**config.mk**
```make
export PLATFORM = sky130hd
export DESIGN_NAME = nd_nto1
export DESIGN_NICKNAME = d
export VERILOG_FILES = /design/src/rtl/nd_nto1.sv
export SDC_FILE = /design/constraint.sdc
export NUM_CORES = 1
export LEC_CHECK = 0
export ABC_CLOCK_PERIOD_IN_PS = 3490
export CELL_PAD_IN_SITES_DETAIL_PLACEMENT = 1
export CELL_PAD_IN_SITES_GLOBAL_PLACEMENT = 2
export CORE_MARGIN = 5
export CORE_UTILIZATION = 40
export CTS_CLUSTER_DIAMETER = 100
export CTS_CLUSTER_SIZE = 8
export DETAILED_ROUTE_END_ITERATION = 10
export HOLD_SLACK_MARGIN = 0.03
export PLACE_DENSITY_LB_ADDON = 0.12
export SKIP_LAST_GASP = 1
export SYNTH_ARGS = -nofsm -noshare
export SYNTH_HDL_FRONTEND = slang
export SYNTH_SLANG_ARGS = --single-unit
```
**constraint.sdc**
```tcl
create_clock -name i_clk -period 3.49 [get_ports i_clk]
set_input_delay 0.5235 -clock i_clk [delete_from_list [all_inputs] [get_ports i_clk]]
set_output_delay 0.5235 -clock i_clk [all_outputs]
set_load 0.05 [all_outputs]
```
**src/rtl/nd_nto1.sv**
```systemverilog
// nd_nto1 -- N-to-1 message concentrator.
// Arbitrates NI four-phase input channels into a FSZ-deep message FIFO and
// drains the FIFO onto a single four-phase output channel.
//
// Ports
//   i_clk              clock, all state on the rising edge
//   reset              asynchronous active-low reset
//   ready              high from the first edge after reset release
//   rcv_addr/rcv_data  packed per-channel message, channel i at [i*W +: W]
//   rcv_req/rcv_ack    per-channel four-phase handshake
//   snd0_addr/data     output message, held stable while snd0_req=1
//   snd0_req/snd0_ack  output four-phase handshake
//   count              FIFO occupancy (excludes the message in the output reg)

`ifndef NS_MESSAGE_FIFO_SIZE
`define NS_MESSAGE_FIFO_SIZE 4
`endif
`ifndef NS_ADDRESS_SIZE
`define NS_ADDRESS_SIZE 8
`endif
`ifndef NS_DATA_SIZE
`define NS_DATA_SIZE 16
`endif

module nd_nto1 #(
    parameter int NI  = 2,
    parameter int FSZ = `NS_MESSAGE_FIFO_SIZE,
    parameter int ASZ = `NS_ADDRESS_SIZE,
    parameter int DSZ = `NS_DATA_SIZE,
    parameter int ARB = 0
) (
    input  logic                     i_clk,
    input  logic                     reset,
    output logic                     ready,
    input  logic [NI*ASZ-1:0]        rcv_addr,
    input  logic [NI*DSZ-1:0]        rcv_data,
    input  logic [NI-1:0]            rcv_req,
    output logic [NI-1:0]            rcv_ack,
    output logic [ASZ-1:0]           snd0_addr,
    output logic [DSZ-1:0]           snd0_data,
    output logic                     snd0_req,
    input  logic                     snd0_ack,
    output logic [$clog2(FSZ+1)-1:0] count
);
    localparam int PW = $clog2(NI);
    localparam int FW = $clog2(FSZ);
    localparam int CW = $clog2(FSZ+1);

    logic              ready_q, ready_d;
    logic [NI-1:0]     ack_q, ack_d;
    logic [PW-1:0]     ptr_q, ptr_d;
    logic [FW-1:0]     head_q, head_d;
    logic [FW-1:0]     tail_q, tail_d;
    logic [CW-1:0]     count_q, count_d;
    logic              sreq_q, sreq_d;
    logic [ASZ-1:0]    saddr_q, saddr_d;
    logic [DSZ-1:0]    sdata_q, sdata_d;

    logic [ASZ-1:0]    mem_addr [FSZ];
    logic [DSZ-1:0]    mem_data [FSZ];

    logic [NI-1:0]     pend;
    logic [NI-1:0]     win_oh;
    logic              hi_found, lo_found, win_found;
    logic [PW-1:0]     hi_idx, lo_idx, win_idx;
    logic [ASZ-1:0]    win_addr;
    logic [DSZ-1:0]    win_data;
    logic              push, pop;

    // Arbitration. lo_* is the lowest pending channel overall; hi_* is the
    // lowest pending channel strictly above ptr. Round-robin takes hi_* and
    // wraps to lo_* when nothing above ptr is pending.
    always_comb begin
        pend     = rcv_req & ~ack_q;
        hi_found = 1'b0;
        lo_found = 1'b0;
        hi_idx   = '0;
        lo_idx   = '0;
        for (int i = NI - 1; i >= 0; i--) begin
            if (pend[i]) begin
                lo_found = 1'b1;
                lo_idx   = PW'(i);
                if (PW'(i) > ptr_q) begin
                    hi_found = 1'b1;
                    hi_idx   = PW'(i);
                end
            end
        end
        win_found = lo_found;
        win_idx   = (ARB == 0 && hi_found) ? hi_idx : lo_idx;

        win_oh   = '0;
        win_addr = '0;
        win_data = '0;
        for (int i = 0; i < NI; i++) begin
            if (win_found && (PW'(i) == win_idx)) begin
                win_oh[i] = 1'b1;
                win_addr  = rcv_addr[i*ASZ +: ASZ];
                win_data  = rcv_data[i*DSZ +: DSZ];
            end
        end
    end

    always_comb begin
        ready_d = 1'b1;
        // A full FIFO refuses the push even when a pop happens the same edge.
        push = ready_q && win_found && (count_q < CW'(FSZ));
        pop  = ready_q && (count_q != '0) && !sreq_q && !snd0_ack;

        ack_d = ack_q & rcv_req;
        if (push) begin
            ack_d = ack_d | win_oh;
        end

        ptr_d = ptr_q;
        if (push && ARB == 0) begin
            ptr_d = win_idx;
        end

        head_d = push ? head_q + FW'(1) : head_q;
        tail_d = pop  ? tail_q + FW'(1) : tail_q;

        count_d = count_q;
        if (push && !pop) begin
            count_d = count_q + CW'(1);
        end else if (pop && !push) begin
            count_d = count_q - CW'(1);
        end

        sreq_d  = sreq_q;
        saddr_d = saddr_q;
        sdata_d = sdata_q;
        if (pop) begin
            sreq_d  = 1'b1;
            saddr_d = mem_addr[tail_q];
            sdata_d = mem_data[tail_q];
        end else if (sreq_q && snd0_ack) begin
            sreq_d = 1'b0;
        end
    end

    always_ff @(posedge i_clk or negedge reset) begin
        if (!reset) begin
            ready_q <= 1'b0;
            ack_q   <= '0;
            ptr_q   <= PW'(NI - 1);
            head_q  <= '0;
            tail_q  <= '0;
            count_q <= '0;
            sreq_q  <= 1'b0;
            saddr_q <= '0;
            sdata_q <= '0;
        end else begin
            ready_q <= ready_d;
            ack_q   <= ack_d;
            ptr_q   <= ptr_d;
            head_q  <= head_d;
            tail_q  <= tail_d;
            count_q <= count_d;
            sreq_q  <= sreq_d;
            saddr_q <= saddr_d;
            sdata_q <= sdata_d;
        end
    end

    // Message storage carries no reset; occupancy is tracked by count/head/tail.
    always_ff @(posedge i_clk) begin
        if (push) begin
            mem_addr[head_q] <= win_addr;
            mem_data[head_q] <= win_data;
        end
    end

    assign ready     = ready_q;
    assign rcv_ack   = ack_q;
    assign snd0_addr = saddr_q;
    assign snd0_data = sdata_q;
    assign snd0_req  = sreq_q;
    assign count     = count_q;

endmodule

```
## Yosys cells after proc, flatten, opt, wreduce, memory -nomap -nowiden

Memories as Yosys holds them, arrays and structs flattened. A register that Yosys moved wholly into a read port is not among the register bits.
Index checks and enable logic that the tools add are counted.

- Add/subtract/negate cells: 4
- Magnitude comparators: 3
- Muxes and demuxes: 23
- Bitwise operators: 5
- Reductions and logical operators: 19

Operator list:

| kind | number |
|---|---|
| $mux 16 | 2 |
| $mux 1 | 16 |
| $mux 8 | 2 |
| $logic_and 1x1->1 | 10 |
| $logic_not 1->1 | 6 |
| $mux 3 | 2 |
| $add 2x1->2 const B | 2 |
| $and 2x2->2 | 2 |
| $reduce_bool 2->1 | 2 |
| $add 3x1->3 const B | 1 |
| $lt 3x3->1 const B | 1 |
| $reduce_bool 3->1 | 1 |
| $sub 3x1->3 const B | 1 |
| $gt 1x1->1 const A | 2 |
| $mux 2 | 1 |
| $not 2->2 | 1 |
| $or 2x2->2 | 1 |
| $not 1->1 | 1 |

- Flip-flop bits (word level): 12
- Memory bits (writable): 96
- Input port bits: 53
- Memories kept: 2

Memories:

| memory | depth | bits a word | rd ports | clocked after memory_dff | write ports | line | RTL |
|---|---|---|---|---|---|---|---|
| mem_data | 4 | 16 | 1 | 1 | 1 | 60 | `logic [DSZ-1:0] mem_data [FSZ];` |
| mem_addr | 4 | 8 | 1 | 1 | 1 | 59 | `logic [ASZ-1:0] mem_addr [FSZ];` |

## Depth between registers and ports, before layout

- Word-level depth: 11
- Mapped depth: 9
- Depth with buffers taken out: 8

## Worst setup path before layout

OpenSTA, ideal clock, no wires.

- Path kind: reg2reg
- Start point: reg count_q[0] (netlist: count[0])
- End point: reg count_q[2] (netlist: count[2])
- Data arrival time: 2304 ps
- Slack: 1104 ps
- Cell stages (with the launch flop): 10
- Buffers on the path: 1
- Path through: dfrtp_1 > o31a_1 > nand2_2 > buf_4 > ha_1 > inv_1 > fa_1 > xor2_1 > nor2_1 > xor2_1

- Longest elaborated chain between the ends: 7
- Elaborated cells between the ends (all ways): 15

Ends and longest elaborated chain:

| element | line | RTL |
|---|---|---|
| from (decl) | 54 | `logic [CW-1:0] count_q, count_d;` |
| from (signal assigned) | 159 | `count_q <= count_d;` |
| parallel branches: the longest is 7 deep, another holds $lt 3x3->1 | n/a |  |

Parallel ways; which one is timed is not known. The select of a mux whose other input is x is not followed.
A chain may end at the register's enable or synchronous reset.

## Worst setup path in the final report

- Start point: in rcv_req[1]
- End point: reg count_q[2] (netlist: count[2])

- Longest elaborated chain between the ends: 8
- Elaborated cells between the ends (all ways): 10

Ends and longest elaborated chain:

| element | line | RTL |
|---|---|---|
| from (decl) | 37 | `input logic [NI-1:0] rcv_req,` |
| $and 2x2->2 * | 74 | `pend = rcv_req & ~ack_q;` |
| $mux 1 * (2 in series) | 80 | `if (pend[i]) begin` |
| $logic_and 1x1->1 * (2 in series) | 107 | `push = ready_q && win_found && (count_q < CW'(FSZ));` |
| net push | 68 | `logic push, pop;` |
| $logic_not 1->1 | 126 | `end else if (pop && !push) begin` |
| $logic_and 1x1->1 | 126 |  |
| $reduce_bool 2->1 (no source line) | n/a |  |

The timed path passes the listed nets; every way through them passes the cells marked *.

==> results by group <==
Run status
  – Status: complete, no violations

Power and ir drop
  – Comb power frac: 0.323
  – Reg power frac: 0.372
  – P_int: 4.27 mW
  – Net Switching: 2.06 mW
  – Clk pwr share: 0.305
  – Leak pwr: 2.49 nW
  – Switching share of total power: 0.326
  – PD cells: 918 mW/mm^2
  – VDD IR max: 0.000349 V

Clocking
  – CTS Root Cell: clkbuf_16
  – CTS Buffer Depth: 2
  – Post_cts resized: 0
  – Post CTS Setup Buffer Count: 0
  – Clock Latency Late Sink: 0.42 ns
  – CTS Hold Bufs: 0
  – CTS clk-pin slew, worst paths: 0.05 ns
  – CTS sink cnt: 132
  – Number of buffers created by CTS: 17
  – Htree depth: 4
  – CTS tree: done

Worst setup path
  – CP endpoint kind: register
  – WS Path Type: input pin to register
  – WP data required: 3.83 ns
  – Critical-path maximum fanout: 8
  – Critical path arrival: 2.62 ns
  – Startpoint types: input pin

STA
  – Max Fclk: 438 MHz
  – Relative slew margins: 0.216
  – Max-slew violation count: 0
  – Worst-Margin Slew: 1.18 ns
  – Final setup violation count: 0
  – Final hold viol count: 0
  – Minimum clock period: 2.28 ns
  – Final critical-path share of the clock period: 0.654
  – Clock skew: 0.0109 ns
  – Setup TNS: 0 ns
  – RSZ-0062 raised after global routing: false

Job
  – Max-cap viol count: 0

Place
  – IO buf count: 83
  – Final RePlAce weighted congestion: 0.667
  – Detailed placer's ending HPWL: 6790 um
  – Placed insts: 509

Yosys
  – Syn Nets: 318
  – Distinct cell type count of the synthesized netlist: 31
  – Top cells by area, synth: edfxtp_1 55%, dfrtp_1 17%, mux4_2 7.7%
  – Seq/Total Area, Yosys: 0.723
  – Async S/R FF share, synth: 0.273
  – Most common cell in the netlist: edfxtp_1
  – Yosys top cell by area: edfxtp_1
  – Seq cells post-synth: 132
  – Cells after Synth: 259
  – Post-synth EDFFs: 96
  – Synth top area share: 0.551
  – Post-synth top flop: edfxtp_1
  – Yosys warning count: 0
  – Syn_area_per_cell: 20.2 um^2
  – Post-synthesis cell area: 0.00523 mm^2
  – Most common library cells after synthesis: 96 x edfxtp_1, 35 x dfrtp_1, 26 x mux2_2

Route
  – Met1 Routed Length: 4870 um
  – WL met3: 461 um
  – Initial DRT Pass Iterations: 4
  – Residual DRC: 0
  – Total wire length: 11300 um
  – Wire per inst: 20.9 um
  – 1st-iter DRT viols: 160
  – Post-route ant nets: 0
  – Drt via density: 5.16
  – Top routing layer used: met4
  – Via count: 2793
  – Met2 WL: 5780 um

Final layout
  – Reg area: 0.00379 mm^2
  – Layout cells sized above 1: 0.233
  – Nets@finish: 415
  – Layout fillers: 1190
  – Area growth, synth to finish: 31.8%
  – Antenna cells: 0
  – Multi-input logic area: 0.00136 mm^2
  – Final Instance Count excl. Fillers: 541

GRT
  – Grt total ovfl: 0
  – Vias in the first global route: 3226
  – Antenna violations before repair: 0
  – Largest net degree at the start of global routing: 37
  – Global-route wire length before repair: 18400 um
  – Gr usage total: 0.156

Die
  – Die X: 124 um
  – Rows: 41
  – Die Ht: 124 um
  – Core ar.: 0.0127 mm^2
  – DIE AREA: 0.0155 mm^2
  – Top-level I/O count: 84
  – Initial Utilization: 0.411

Worst hold path
  – Min-delay worst type: input pin to async pin
metrics by stage:
stage          cell area, um^2  utilization  power (mW)  hold WS (ns)  setup slack [ns]
6_report                  6900        0.542        6.33         0.254              1.21
5_1_grt                   6900        0.542        6.62         0.325              1.03
4_1_cts                   6900        0.542        6.42         0.281              1.21
3_5_place_dp              6250        0.491        4.47         0.493             0.780
3_3_place_gp              6250        0.491        4.42         0.487             0.817
2_1_floorplan             5230            -        3.78         0.228              1.10
power groups by stage:
stage	registers (mW)	clock network, mW	logic [mW]
final	2.36	1.93	2.04
after global routing	2.41	2.04	2.17
after CTS	2.37	1.97	2.08
after detailed placement	2.40	0	2.07
after global placement	2.38	0	2.04
after floorplan	2.86	0	0.918
worst paths after layout:
check / from / endpoint / slack (ns) / cells past startpoint
hold / removal: reset / ready / 0.25 / 1
max in group asynchronous: reset / tail_q[0] / 2.60 / 1
min in group i_clk: snd0_data[4] / snd0_data[4] / 0.50 / 1
setup reg to reg: rcv_ack[1] / count[2] / 1.34 / 8
setup / recovery: rcv_req[1] / count[2] / 1.21 / 9
hold reg to reg: snd0_data[4] / snd0_data[4] / 0.50 / 1
sequential cells by signal, summed over array words and instances (netlist names):
| name | flops |
|---|---|
| snd0_addr | 8 |
| ptr_q | 1 |
| snd0_data | 16 |
| snd0_req | 1 |
| rcv_ack | 2 |
| tail_q | 2 |
| mem_addr | 32 |
| count | 3 |
| mem_data | 64 |
| head_q | 2 |
| ready | 1 |
cells in the final DEF, fill, tap and decap left out, types with 3 or more instances in the layout:
| master | instances |
|---|---|
| a22o_1 | 24 |
| and2_1 | 4 |
| buf_4 | 7 |
| bufinv_16 | 5 |
| clkbuf_16 | 17 |
| clkdlybuf4s50_1 | 82 |
| dfrtp_1 | 34 |
| edfxtp_1 | 96 |
| ha_1 | 5 |
| inv_1 | 3 |
| mux2_2 | 26 |
| mux4_1 | 6 |
| mux4_2 | 18 |
| nand2b_1 | 3 |
| nor2_1 | 4 |
| xnor2_1 | 4 |
cells by family (layout without fill, tap and decap cells):
| group | after synthesis | in the layout | synth area share |
|---|---|---|---|
| xor+xnor | 6 | 6 | 0.0100 |
| mux | 50 | 50 | 0.164 |
| simple gates | 17 | 17 | 0.0177 |
| fa+ha+maj | 6 | 6 | 0.0158 |
| compound gates | 32 | 32 | 0.0514 |
| other cells | 1 | 1 | 0.000717 |
| buf+inv | 15 | 125 | 0.0175 |
| flops | 132 | 132 | 0.723 |
layout make-up:
class	instances	share of cell area
clock buffer	19	0.0642
clock inverter	13	0.0296
inverter	3	0.00163
multi-input combinational	112	0.197
sequential	132	0.549
tap	172	0.0312
timing repair buffer	90	0.127
critical path: stages:
cell	delay [ns]
clkdlybuf4s50_1	0.49
nand2b_1	0.15
a21oi_2	0.36
ha_1	0.24
inv_1	0.06
fa_1	0.37
xor2_1	0.17
nor2_1	0.12
xor2_1	0.14
per-layer routing:
layer | global-route usage | up-vias
li1 | - | 1239
met3 | 0.0485 | 20
met4 | 0.0580 | 0
met2 | 0.257 | 71
met1 | 0.195 | 1463
met5 | 0 | -
Note: power is estimated with default switching activity, not from simulation.
